**src/rtl/rx_fifo_buffer.sv**
```systemverilog
// rx_fifo_buffer
//   Receive-side byte FIFO between the UART receiver and the register block.
//   The receiver pushes completed bytes and the register block pops one byte per
//   CPU read of RXR. The head entry is always visible on rd_data_o (show-ahead).
//   The block also provides empty/full/level status, an RX threshold flag and a
//   sticky overrun flag.
//
// Build option
//   RX_FIFO_ERROR_TAG_EN : when defined, each entry also stores the frame and
//                          parity error bits of its byte, and presents them on
//                          head_*_err_o. When undefined, those inputs are ignored
//                          and the head tag outputs are tied low. The port list is
//                          the same in both builds.
//
// Ports
//   clk_i, rst_i         clock (rising edge), synchronous active-high reset
//   write_i, wr_data_i   push strobe and received byte
//   frame_err_i          frame error of the byte being pushed
//   parity_err_i         parity error of the byte being pushed
//   read_i               pop strobe
//   flush_i              discard all contents (beats read/write)
//   threshold_i          RX threshold, 0 disables threshold_o
//   overrun_clr_i        clears the sticky overrun flag
//   rd_data_o            head byte, 0 while empty
//   head_frame_err_o     frame error tag of head byte
//   head_parity_err_o    parity error tag of head byte
//   empty_o, full_o      status decoded from the entry count
//   level_o              entry count 0..DEPTH
//   threshold_o          level_o >= threshold_i and threshold_i != 0
//   overrun_o            sticky: a push was dropped because the FIFO was full

module rx_fifo_buffer #(
  parameter int DATA_WIDTH = 8,
  parameter int DEPTH      = 64,
  localparam int PTR_W     = $clog2(DEPTH)
) (
  input  logic                  clk_i,
  input  logic                  rst_i,
  input  logic                  write_i,
  input  logic [DATA_WIDTH-1:0] wr_data_i,
  input  logic                  frame_err_i,
  input  logic                  parity_err_i,
  input  logic                  read_i,
  input  logic                  flush_i,
  input  logic [5:0]            threshold_i,
  input  logic                  overrun_clr_i,
  output logic [DATA_WIDTH-1:0] rd_data_o,
  output logic                  head_frame_err_o,
  output logic                  head_parity_err_o,
  output logic                  empty_o,
  output logic                  full_o,
  output logic [PTR_W:0]        level_o,
  output logic                  threshold_o,
  output logic                  overrun_o
);

`ifdef RX_FIFO_ERROR_TAG_EN
  localparam int ENTRY_W = DATA_WIDTH + 2;
`else
  localparam int ENTRY_W = DATA_WIDTH;
`endif

  // Common width for the threshold compare so either side can be the wider one.
  localparam int CMP_W = (PTR_W + 1 > 6) ? PTR_W + 1 : 6;

  logic [ENTRY_W-1:0] mem [DEPTH];
  logic [PTR_W-1:0]   wr_ptr;
  logic [PTR_W-1:0]   rd_ptr;
  logic [PTR_W:0]     count;
  logic               overrun;

  logic               push;
  logic               pop;
  logic               drop;
  logic [ENTRY_W-1:0] wr_entry;
  logic [ENTRY_W-1:0] head_entry;
  logic [CMP_W-1:0]   level_ext;
  logic [CMP_W-1:0]   thr_ext;

  // Status is decoded from the registered count only.
  assign empty_o = (count == '0);
  assign full_o  = (count == (PTR_W+1)'(DEPTH));
  assign level_o = count;

  // A full FIFO can still accept a push when a pop frees the head slot in the
  // same cycle. Flush discards both strobes, and a flushed push is not an overrun.
  assign push = write_i && (!full_o || read_i) && !flush_i;
  assign pop  = read_i && !empty_o && !flush_i;
  assign drop = write_i && full_o && !read_i && !flush_i;

`ifdef RX_FIFO_ERROR_TAG_EN
  assign wr_entry = {frame_err_i, parity_err_i, wr_data_i};
`else
  logic unused_tags;
  assign unused_tags = frame_err_i ^ parity_err_i;
  assign wr_entry    = wr_data_i;
`endif

  // Storage array carries no reset; stale entries are hidden by the pointers.
  always_ff @(posedge clk_i) begin
    if (push && !rst_i) begin
      mem[wr_ptr] <= wr_entry;
    end
  end

  // Pointers and count. Pointers wrap naturally at DEPTH since DEPTH is a power of two.
  always_ff @(posedge clk_i) begin
    if (rst_i || flush_i) begin
      wr_ptr <= '0;
      rd_ptr <= '0;
      count  <= '0;
    end else begin
      if (push) begin
        wr_ptr <= wr_ptr + 1'b1;
      end
      if (pop) begin
        rd_ptr <= rd_ptr + 1'b1;
      end
      if (push && !pop) begin
        count <= count + 1'b1;
      end else if (pop && !push) begin
        count <= count - 1'b1;
      end
    end
  end

  // Sticky overrun: setting wins over a clear in the same cycle; flush leaves it alone.
  always_ff @(posedge clk_i) begin
    if (rst_i) begin
      overrun <= 1'b0;
    end else if (drop) begin
      overrun <= 1'b1;
    end else if (overrun_clr_i) begin
      overrun <= 1'b0;
    end
  end

  assign overrun_o = overrun;

  // Show-ahead head entry, forced to zero while empty.
  assign head_entry = empty_o ? '0 : mem[rd_ptr];
  assign rd_data_o  = head_entry[DATA_WIDTH-1:0];

`ifdef RX_FIFO_ERROR_TAG_EN
  assign head_frame_err_o  = head_entry[DATA_WIDTH+1];
  assign head_parity_err_o = head_entry[DATA_WIDTH];
`else
  assign head_frame_err_o  = 1'b0;
  assign head_parity_err_o = 1'b0;
`endif

  assign level_ext   = CMP_W'(count);
  assign thr_ext     = CMP_W'(threshold_i);
  assign threshold_o = (threshold_i != 6'd0) && (level_ext >= thr_ext);

endmodule
```
**config.mk**
```make
export PLATFORM = sky130hd
export DESIGN_NAME = rx_fifo_buffer
export DESIGN_NICKNAME = d
export VERILOG_FILES = /design/src/rtl/rx_fifo_buffer.sv
export SDC_FILE = /design/constraint.sdc
export NUM_CORES = 1
export LEC_CHECK = 0
export BUFFER_PORTS_ARGS = -buffer_cell sky130_fd_sc_hd__buf_2
export CELL_PAD_IN_SITES_DETAIL_PLACEMENT = 1
export CELL_PAD_IN_SITES_GLOBAL_PLACEMENT = 1
export CORE_UTILIZATION = 55
export CTS_CLUSTER_DIAMETER = 200
export DETAILED_ROUTE_END_ITERATION = 7
export HOLD_SLACK_MARGIN = 0.15
export PLACE_DENSITY_LB_ADDON = 0.1
export SYNTH_ARGS = -nofsm -noshare
export SYNTH_HDL_FRONTEND = slang
export SYNTH_SLANG_ARGS = --single-unit
```
**constraint.sdc**
```tcl
create_clock -name clk_i -period 3.4 [get_ports clk_i]
set_input_delay 0.68 -clock clk_i [delete_from_list [all_inputs] [get_ports clk_i]]
set_output_delay 0.68 -clock clk_i [all_outputs]
set_load 0.03 [all_outputs]
```
Word level (Yosys, flattened, before mapping). Memory sizes are Yosys's and may differ from the RTL's. A register that Yosys moved wholly into a read port is not among the register bits. Index checks and enable logic that the tools add are counted.

$add $sub $neg: 4. Order comparisons: 1. Eq/ne operators: 1. Mux-type cells: 9. Reductions and logical operators: 24.

Operator list (number): $mux 7 (2); $add 6x1->6 const B (2); $mux 6 (2); $logic_and 1x1->1 (11); $mux 8 (1); $add 7x1->7 const B (1); $eq 7x7->1 const B (1); $ge 7x6->1 (1); $logic_not 1->1 (7); $logic_not 7->1 (1); $sub 7x1->7 const B (1); $reduce_bool 6->1 (1); $mux 1 (4); $reduce_bool 2->1 (2); $logic_or 1x1->1 (2).

Register bits after elaboration: 20. Bits in writable memories: 512. Bits of input ports: 22. Output and inout bits: 21. Word-level logic and storage cells: 44. Memories: 1.

Memory list: mem (words 64, bits a word 8, rd ports 1, clocked after memory_dff 1, write ports 1, line 66) `logic [ENTRY_W-1:0] mem [DEPTH];`.

Logic depth before layout (Yosys ltp). Gate-level depths: netlist (run 1).

Depth after elaboration: 9. Mapped depth: 14. Gate-level depth less buffers: 14.

Worst setup path after synthesis (run 1). No wires, ideal clock.

Path type: flip-flop to flip-flop. Start point: register count[0] (netlist: level_o[0]). End point: register count[5] (netlist: level_o[5]). Setup time: 0.134 ns. Data arrival time: 2.992 ns. Data required time: 3.266 ns. Slack: 0.274 ns. Stages on the path, launching flop included: 15. Buffers on the path: 0. Period minus slack after synthesis: 3.126 ns. Cell sequence: dfxtp_1 nor4_1 nand3b_1 inv_1 nor3_1 inv_1 ha_1 inv_1 ha_1 a21o_1 a21oi_1 nor2_1 o21ai_0 mux2i_1 o211ai_1.

Elaborated cells between the ends (all ways): 18. Classes of those cells: 2 x add/sub; 1 x eq/ne; 2 x mux; 13 x reduce/logical.

RTL lines: from (decl) (line 69) `logic [PTR_W:0] count;`; from (signal assigned) (line 120) `count <= count + 1'b1;`; from (signal assigned) (line 122) `count <= count - 1'b1;`; $logic_not 7->1 * (line 81) `assign empty_o = (count == '0);`; named net empty_o (line 50) `output logic empty_o,`; $logic_not 1->1 * (line 88) `assign pop = read_i && !empty_o && !flush_i;`; $logic_and 1x1->1 * (2 in series) (line 88); $logic_not 1->1 (line 119) `if (push && !pop) begin`; $logic_and 1x1->1 (line 119); $mux 7 or $reduce_bool 2->1 (tied branches).

Mark *: on every way through the listed nets, which the timed path passes. The rest lies on a longest branch. The select of a mux whose other input is x is not followed. A chain may end at the register's enable or synchronous reset.

==> impl_metrics.yaml, run 1 <==
yosys:
  synth_area_um2: 21200
  synth_edf_count: 512
  ys_warn_count: 0
  synth_top_cell_area_share_pct: 72.5
  ys.flop_type: "edfxtp_1"
  ys_ff_latch: 538
  yosys-top-cells-area: "edfxtp_1 73%, mux4_2 14%, dfxtp_1 2.5%"
  synth_cells: 1076
  yosys.area.top_type: "edfxtp_1"
  synthArstFlopShare_pct: 0
  ys_types: 52
  ys_seq_area_share_pct: 75.0
  post_synth.cell_area_avg_um2: 19.7
sta:
  rsz0062_at_grt: "true"
  post-route-min-period_ns: 3.55
  tns_ns: -0.721
  relSlewSlack_pct: 10.4
  skew_ns: 0.0112
  worstMarginPinSlew_ns: 1.34
  hold_slack_ns: 0.325
  timing.final.crit_share_pct: 104
  fmax_ghz: 0.282
  final.setup.worst_slack_ns: -0.146
  maxSlewViolCount: 0
  hold_viol: 0
  setup_violations: 8
clocking:
  cts_num_sinks: 538
  htreeDepth: 2
  cts_hold_buf: 0
  numCtsBuffers: 53
  clock-root-buffer: "clkbuf_16"
  cts.reportedPaths.clkPinSlew_ns: 0.06
  cts_tree: "built"
  cts_buffer_depth: 3
  clk_latency_ns: 0.58
grt:
  overflow: 0
  grt_pass1_wl_mm: 79.9
  grt_max_degree: 65
  grt.total_usage_pct: 29.2
  grt_pass1_vias: 11900
  antenna_found_initial: 0
job:
  drv_cap: 0
setup_path:
  critPathKind: "register to output port"
  startpoint_type: "register"
  crit_cells: 9
  critPathMostFrequentCell: "buf_12"
  cp_num_buf_inv: 5
  reg2regPathDepth: 13
  endpoint_kind: "output port"
  crit_path_top_delay_cell: "mux4_2"
  crit_family: "buffers and inverters"
  path_cells: "buf_4, buf_12, buf_12, buf_12, mux4_2, o22ai_1, o21ai_0, a32o_2, buf_6"
  cp_slowest_stage_delay_ns: 0.54
  arrival_ns: 2.87
  cp_data_required_time_ns: 2.72
  crit_fanout: 5
detailed_routing:
  drtIter0Drc: 1113
  viasPerCell: 6.33
  drtPass1Iterations: 5
  detail_route.wirelength_mm: 55.4
  route.detailed.drc: 0
  vias: 11500
  detail-route-antenna-nets: 0
  post_drt_wl_per_cell_um: 30.4
run_status:
  violations: "setup timing"
  status: "complete, but fails checks"
placed_design:
  dpl.hpwl_mm: 32.4
  port_buffers: 38
  placed_area_um2: 22700
  gp_congestion: 0.888
power_and_ir_drop:
  switching_share_pct: 21.6
  p_switching_w: 0.00295
  p_leak_nw: 8.20
  powerDensity_nw_per_um2: 539
  peakVddDrop_v: 0.000488
  p_int_w: 0.0107
  clkPwrFrac_pct: 39.2
  comb_power_share_pct: 7.6
  seq_power_share_pct: 53.3
die:
  rows: 71
  dieWidth_um: 198
  io_pins: 43
  dieArea_um2: 39300
  fp.dieH_um: 198
  core-area_um2: 37800
  start_util_pct: 56.0
worst_hold_path:
  min_path_cells: 2
  hold_path.class: "input pin to register"
final_layout:
  area_delta_synth_final_pct: 19.5
  drive_gt1_share_pct: 35.5
  antenna_cells: 0
  layout.nets: 1311
  design_area_um2: 25300
[stage by stage]
stage          setup WS [ns]  util (%)  power (W)  std cells
2_1_floorplan          0.274         -    0.00791       1077
3_3_place_gp           0.249      59.9    0.00822       1687
3_5_place_dp           0.187      59.9    0.00825       1687
4_1_cts               -0.167      66.2     0.0137       1807
5_1_grt               -0.207      67.0     0.0140       1823
6_report              -0.146      67.0     0.0137       1823
[worst paths after layout]
check	slack, ns	to	from
max reg2reg	0.35	level_o[5]$_SDFFE_PP0P_	level_o[0]$_SDFFE_PP0P_
min	0.32	overrun_o$_SDFFE_PP0P_	rst_i
min reg2reg	0.48	overrun_o$_SDFFE_PP0P_	overrun_o$_SDFFE_PP0P_
max	-0.15	rd_data_o[2]	register
[worst register-to-register path, stage by stage (launching register included)]
cell and delay, ns:
dfxtp_1 0.32, nor4_1 0.44, nand3_1 0.20, o21ai_2 0.25, inv_2 0.12, ha_1 0.26
inv_1 0.12, ha_1 0.24, a21o_1 0.18, a21oi_1 0.22, nor2_1 0.06, o21ai_0 0.20
mux2i_1 0.21, o211ai_1 0.10
[what timing repair did]
item | CTS | global route
setup buffers | 20 | 15
pin swaps | 12 | 12
gates cloned | 7 | 2
resized for setup | 89 | 33
endpoints found under the setup margin | 9 | 10
[sequential cells by signal (all words and copies together) (netlist names), named ones only]
name and flops:
level_o 7, mem 512, overrun_o 1, rd_ptr 6
wr_ptr 6
[Yosys cell counts, types with 7 or more instances]
| library cell | number |
|---|---|
| inv_1 | 14 |
| a211oi_1 | 7 |
| edfxtp_1 | 512 |
| nor3_1 | 9 |
| ha_1 | 14 |
| nand2_1 | 31 |
| mux2i_1 | 16 |
| clkbuf_1 | 16 |
| nand2b_1 | 7 |
| o22ai_1 | 23 |
| a21oi_1 | 23 |
| o21ai_0 | 8 |
| xor2_1 | 9 |
| nor2b_1 | 9 |
| dfxtp_1 | 26 |
| buf_6 | 9 |
| buf_4 | 10 |
| nor2_1 | 96 |
| buf_2 | 17 |
| a22oi_1 | 22 |
| mux4_2 | 128 |
[layout make-up]
type | instances | area [µm²]
flip-flops and latches | 538 | 15900
fillers | 3143 | 12500
multi-input cells | 466 | 5260
repair buffers | 200 | 1940
clock buffers | 74 | 1430
well taps | 511 | 639
clock inverters | 19 | 115
inverters | 15 | 56.3
[cells by family (layout without fill, tap and decap cells)]
group,count (synthesis),count (layout),synth area share (%)
AO/OA/AOI/OAI,107,107,3.31
XOR/XNOR,14,14,0.578
buffers and inverters,73,308,1.94
flip-flops,538,538,75.0
adder cells (fa/ha/maj),15,15,0.920
AND/OR/NAND/NOR,184,184,3.92
multiplexers,144,144,14.3
other,1,2,0.0177
[cell usage in the layout (no fill, tap or decap), types with 5 or more instances in the layout]
cell,synthesis,final
clkbuf_4,0,5
nor3_1,9,9
a21oi_1,23,11
nand2_1,31,26
buf_6,9,13
o22ai_2,0,6
clkbuf_1,16,15
o21ai_0,8,5
nand2_2,0,5
inv_1,14,14
clkinv_1,0,13
buf_4,10,129
clkbuf_16,0,55
a211oi_2,0,5
a22oi_2,0,18
buf_12,0,16
nand3b_1,5,5
edfxtp_1,512,512
ha_1,14,14
nand4_1,5,5
nor2b_1,9,9
dfxtp_1,26,22
mux2i_1,16,10
xor2_1,9,9
a21oi_2,0,10
mux4_2,128,128
a21o_1,5,5
o22ai_1,23,17
xnor2_1,5,5
nor2_1,96,96
buf_16,0,7
buf_2,17,29
nand2b_1,7,6
nand3_1,5,5
[power groups by stage]
stage,Clock [W],Sequential (W),Combinational (W)
6_report,0.00535,0.00728,0.00103
5_1_grt,0.00563,0.00728,0.00109
4_1_cts,0.00543,0.00728,0.000979
3_5_place_dp,0,0.00742,0.000828
3_3_place_gp,0,0.00742,0.000804
2_1_floorplan,0,0.00743,0.000485
[per-layer routing]
metal  share of wire [%]  GRT usage (%)  up-vias
met5                   0              0        -
met4                 3.4           10.3        0
met3                 8.5           5.30      129
met2                  49           46.3      538
met1                  39           41.2     6077
li1                    -              -     4788
(Power assumes the default switching activity.)
==> inputs of run 2 (changes only) <==
==> constraint.sdc (replaced) <==
create_clock -name clk_i -period 3.4 [get_ports clk_i]
set_input_delay 0.51 -clock clk_i [delete_from_list [all_inputs] [get_ports clk_i]]
set_output_delay 0.51 -clock clk_i [all_outputs]
set_load 0.03 [all_outputs]
==> run 2 against run 1 <==
  * The run still ends with setup timing left
  * Final cell count down 0.49%
  * Sequential power barely moved
  * Power rose by 2.5%
  * Cell area fell by 1.1%
  * Critical endpoint is now rd_data_o[0]
  * Largest cell class unchanged
  * Largest power group unchanged
==> impl_metrics.yaml, run 2 (synthesis results as in run 1) <==
sta:
  final.setup.worst_slack_ns: -0.0160
  fmax_ghz: 0.293
  relSlewSlack_pct: 12.5
  maxSlewViolCount: 0
  tns_ns: -0.0244
  timing.final.crit_share_pct: 100
  post-route-min-period_ns: 3.42
  rsz0062_at_grt: "true"
  hold_slack_ns: 0.214
  worstMarginPinSlew_ns: 1.31
  setup_violations: 3
  skew_ns: 0.0145
  hold_viol: 0
clocking:
  cts_buffer_depth: 3
  clk_latency_ns: 0.59
  cts_num_sinks: 538
  clock-root-buffer: "clkbuf_16"
  htreeDepth: 2
  cts_tree: "built"
  numCtsBuffers: 52
  cts.reportedPaths.clkPinSlew_ns: 0.06
die:
  fp.dieH_um: 198
  rows: 71
  start_util_pct: 56.0
  io_pins: 43
  dieArea_um2: 39300
  dieWidth_um: 198
  core-area_um2: 37800
detailed_routing:
  vias: 11300
  viasPerCell: 6.23
  post_drt_wl_per_cell_um: 30.0
  drtIter0Drc: 1250
  detail_route.wirelength_mm: 54.3
  route.detailed.drc: 0
  drtPass1Iterations: 5
  detail-route-antenna-nets: 0
setup_path:
  arrival_ns: 2.91
  reg2regPathDepth: 13
  regToRegStartpoint: "level_o[0]$_SDFFE_PP0P_"
  startpoint_type: "register"
  critPathKind: "register to output port"
  crit_fanout: 8
  crit_path_end: "rd_data_o[0]"
  cp_data_required_time_ns: 2.89
  r2r-end: "level_o[5]$_SDFFE_PP0P_"
  reg2reg_slack_ns: 0.39
  endpoint_kind: "output port"
run_status:
  violations: "setup timing"
  status: "complete, but fails checks"
grt:
  grt_max_degree: 65
  overflow: 0
  grt.total_usage_pct: 29.0
  grt_pass1_vias: 11900
  antenna_found_initial: 0
  grt_pass1_wl_mm: 80.0
placed_design:
  dpl.hpwl_mm: 34.2
  dp_slack_ns: 0.266
  dp_cells: 1700
  port_buffers: 38
  gp_congestion: 0.889
power_and_ir_drop:
  powerDensity_nw_per_um2: 559
  peakVddDrop_v: 0.000552
  p_total_w: 0.0140
  p_leak_nw: 8.13
final_layout:
  num-fill-cells: 3166
  drive_gt1_share_pct: 33.9
  regArea_um2: 15900
  layout.nets: 1299
  multi_input_area_um2: 5120
  final_cells: 1814
  final_common_cell: "edfxtp_1"
  antenna_cells: 0
  largest_reg_flops: 512
  final_cell_mix: "512 x edfxtp_1, 128 x mux4_2, 125 x buf_4"
  top_register: "mem"
  area_delta_synth_final_pct: 18.2
worst_hold_path:
  hold_path.class: "input pin to register"
job:
  drv_cap: 0
run 2: cell type report:
class                      count  share of cell area, %
sequential                   538                   63.5
timing repair buffer         189                   6.57
clock buffer                  66                   5.57
inverter                      15                  0.225
multi-input combinational    466                   20.4
clock inverter                29                   1.18
tap                          511                   2.55
run 2: how the worst min path moves through the flow:
stage	from	endpoint	depth (start not counted)
3_5_place_dp	overrun_o$_SDFFE_PP0P_	overrun_o$_SDFFE_PP0P_	2
2_1_floorplan	rd_ptr[5]$_SDFFE_PP0N_	register	2
6_report	overrun_clr_i	overrun_o$_SDFFE_PP0P_	4
3_3_place_gp	overrun_o$_SDFFE_PP0P_	overrun_o$_SDFFE_PP0P_	2
5_1_grt	overrun_clr_i	overrun_o$_SDFFE_PP0P_	4
4_1_cts	overrun_clr_i	overrun_o$_SDFFE_PP0P_	4
run 2: repair_timing:
action | CTS | global route
endpoints found under the hold margin | 1 | 0
buffers inserted | 15 | 0
pin swaps | 3 | 7
gates cloned | 3 | 0
hold buffers | 1 | 0
gates resized for setup | 44 | 33
setup endpoints to repair | 8 | 10
run 2: power by group:
group          switching, W  total, W  internal, W
registers         0.0000146   0.00728      0.00726
clock network       0.00242   0.00577      0.00335
logic              0.000558  0.000955     0.000398
total               0.00300    0.0140       0.0110
run 2: routing by layer:
layer | part of all wire (%) | wire length, µm | vias up | track usage [%]
li1 | - | - | 4758 | -
met1 | 42 | 22700 | 6003 | 41.1
met2 | 49 | 26400 | 444 | 46.6
met3 | 6.8 | 3720 | 95 | 4.72
met4 | 2.7 | 1480 | 0 | 8.76
met5 | 0 | 0 | - | 0
run 2: stage by stage:
step	instance area (µm²)	utilization [%]
floorplan	21200	-
global placement	22800	60.2
detailed placement	22800	60.2
CTS	24900	65.9
global route	25100	66.2
finish	25100	66.2
run 2: critical path: stages, from the launching register on:
cell	delay, ns
dfxtp_4	0.39
buf_12	0.17
buf_16	0.16
buf_12	0.11
mux4_2	0.53
a22oi_2	0.21
nand2_2	0.11
a221o_1	0.43
buf_6	0.18
==> inputs of run 3 (changes only) <==
Settings changed: CORE_ASPECT_RATIO set to 0.8.
==> run 3 against run 2 <==
  * The flow now finishes without violations
  * Count of clock-buffer cells in the layout increased by 5
  * Routed wire length decreased by 5.3%
  * Final cell count decreased by 5.0%
  * Largest power group unchanged
==> impl_metrics.yaml, run 3 (synthesis results as in run 1) <==
clocking:
  cts_num_sinks: 538
  cts.reportedPaths.clkPinSlew_ns: 0.06
  cts_hold_buf: 0
  clk_latency_ns: 0.57
  cts_tree: "built"
  cts_buffer_depth: 3
  numCtsBuffers: 51
  clock-root-buffer: "clkbuf_16"
  htreeDepth: 2
final_layout:
  drive_gt1_share_pct: 29.4
  antenna_cells: 0
  final_cell_mix: "512 x edfxtp_1, 128 x mux4_2, 96 x nor2_1"
  layout.nets: 1238
  final_common_cell: "edfxtp_1"
  largest_reg_flops: 512
  area_delta_synth_final_pct: 14.5
  final_cells: 1724
  top_register: "mem"
  num-fill-cells: 3116
die:
  core-area_um2: 37500
  start_util_pct: 56.5
  rows: 63
  dieArea_um2: 39300
  io_pins: 43
  dieWidth_um: 222
  fp.dieH_um: 178
sta:
  fmax_ghz: 0.296
  maxSlewViolCount: 0
  hold_viol: 0
  timing.final.crit_share_pct: 99.5
  post-route-min-period_ns: 3.38
  hold_slack_ns: 0.181
  tns_ns: 0
  worstMarginPinSlew_ns: 1.30
  final.setup.worst_slack_ns: 0.0170
  rsz0062_at_grt: "true"
  relSlewSlack_pct: 13.5
  setup_violations: 0
  skew_ns: 0.0121
power_and_ir_drop:
  p_leak_nw: 7.70
  seq_power_share_pct: 53.6
  clkPwrFrac_pct: 39.5
  p_int_w: 0.0107
  p_total_w: 0.0136
  comb_power_share_pct: 6.9
  peakVddDrop_v: 0.000492
  switching_share_pct: 21.4
  powerDensity_nw_per_um2: 559
  p_switching_w: 0.00290
grt:
  grt.total_usage_pct: 26.5
  overflow: 0
  grt_pass1_vias: 11200
  grt_pass1_wl_mm: 74.1
  grt_max_degree: 65
  antenna_found_initial: 0
run_status:
  status: "complete, no violations"
detailed_routing:
  route.detailed.drc: 0
  drtIter0Drc: 1067
  detail_route.wirelength_mm: 51.5
  detail-route-antenna-nets: 0
  viasPerCell: 6.23
  post_drt_wl_per_cell_um: 29.8
  vias: 10700
  drtPass1Iterations: 5
setup_path:
  crit_family: "compound AO/OA/AOI/OAI gates"
  cp_num_buf_inv: 4
  arrival_ns: 2.87
  critPathKind: "register to output port"
  critPathMostFrequentCell: "buf_12"
  cp_slowest_stage_delay_ns: 0.50
  crit_fanout: 8
  path_cells: "buf_4, buf_12, buf_12, mux4_2, a22oi_2, a21oi_1, a21oi_2, o22ai_1, buf_2"
  startpoint_type: "register"
  crit_cells: 9
  reg2regPathDepth: 14
  endpoint_kind: "output port"
  cp_data_required_time_ns: 2.89
  crit_path_top_delay_cell: "mux4_2"
worst_hold_path:
  hold_path.class: "input pin to register"
  min_path_cells: 2
placed_design:
  dp_slack_ns: 0.270
  gp_congestion: 0.876
  dpl.hpwl_mm: 31.8
  dp_cells: 1607
  port_buffers: 38
job:
  drv_cap: 0
[run 3: repair_timing]
| item | 4_1_cts | 5_1_grt |
|---|---|---|
| gates cloned | 1 | 3 |
| endpoints found under the setup margin | 8 | 9 |
| buffers inserted | 12 | 13 |
| pin swaps | 0 | 12 |
| endpoints found under the hold margin | 0 | 0 |
| gates resized for setup | 22 | 31 |
[run 3: cell type report]
class	count	area, µm²	share of cell area (%)
Clock inverter	18	136	0.562
Inverter	15	56.3	0.232
Multi-Input combinational cell	466	5060	20.8
Tap cell	487	609	2.51
Timing Repair Buffer	129	1110	4.58
Clock buffer	71	1400	5.78
Sequential cell	538	15900	65.5
[run 3: final timing paths]
kind                                 from                      end  slack (ns)
setup / recovery                 register             rd_data_o[4]        0.02
hold / removal                      rst_i   overrun_o$_SDFFE_PP0P_        0.18
setup reg to reg  level_o[0]$_SDFFE_PP0P_  level_o[6]$_SDFFE_PP0P_        0.26
hold reg to reg    overrun_o$_SDFFE_PP0P_   overrun_o$_SDFFE_PP0P_        0.49
[run 3: worst register-to-register path, delay by kind of cell (launching register included)]
kind	cells	cell delay, ns
adder cells (fa/ha/maj)	2	0.54
AND/OR/NAND/NOR	5	0.81
buffers and inverters	3	0.43
flip-flops	1	0.32
XOR/XNOR	1	0.17
AO/OA/AOI/OAI	3	0.74
[run 3: power groups by stage]
stage	logic, W	clock network [W]	registers (W)
2_1_floorplan	0.000485	0	0.00743
3_3_place_gp	0.000806	0	0.00742
3_5_place_dp	0.000828	0	0.00742
4_1_cts	0.000882	0.00543	0.00728
5_1_grt	0.000998	0.00564	0.00727
6_report	0.000937	0.00536	0.00727
[run 3: layer usage]
metal	part of all wire [%]	global-route usage, %
met1	43	38.5
met2	49	43.0
met3	5.6	3.64
met4	2.1	7.20
met5	0	0
[run 3: stage by stage]
stage	instance area, µm²	util, %
floorplan	21200	-
global placement	22200	59.2
detailed placement	22200	59.2
CTS	24000	64.0
global route	24300	64.7
finish	24300	64.7
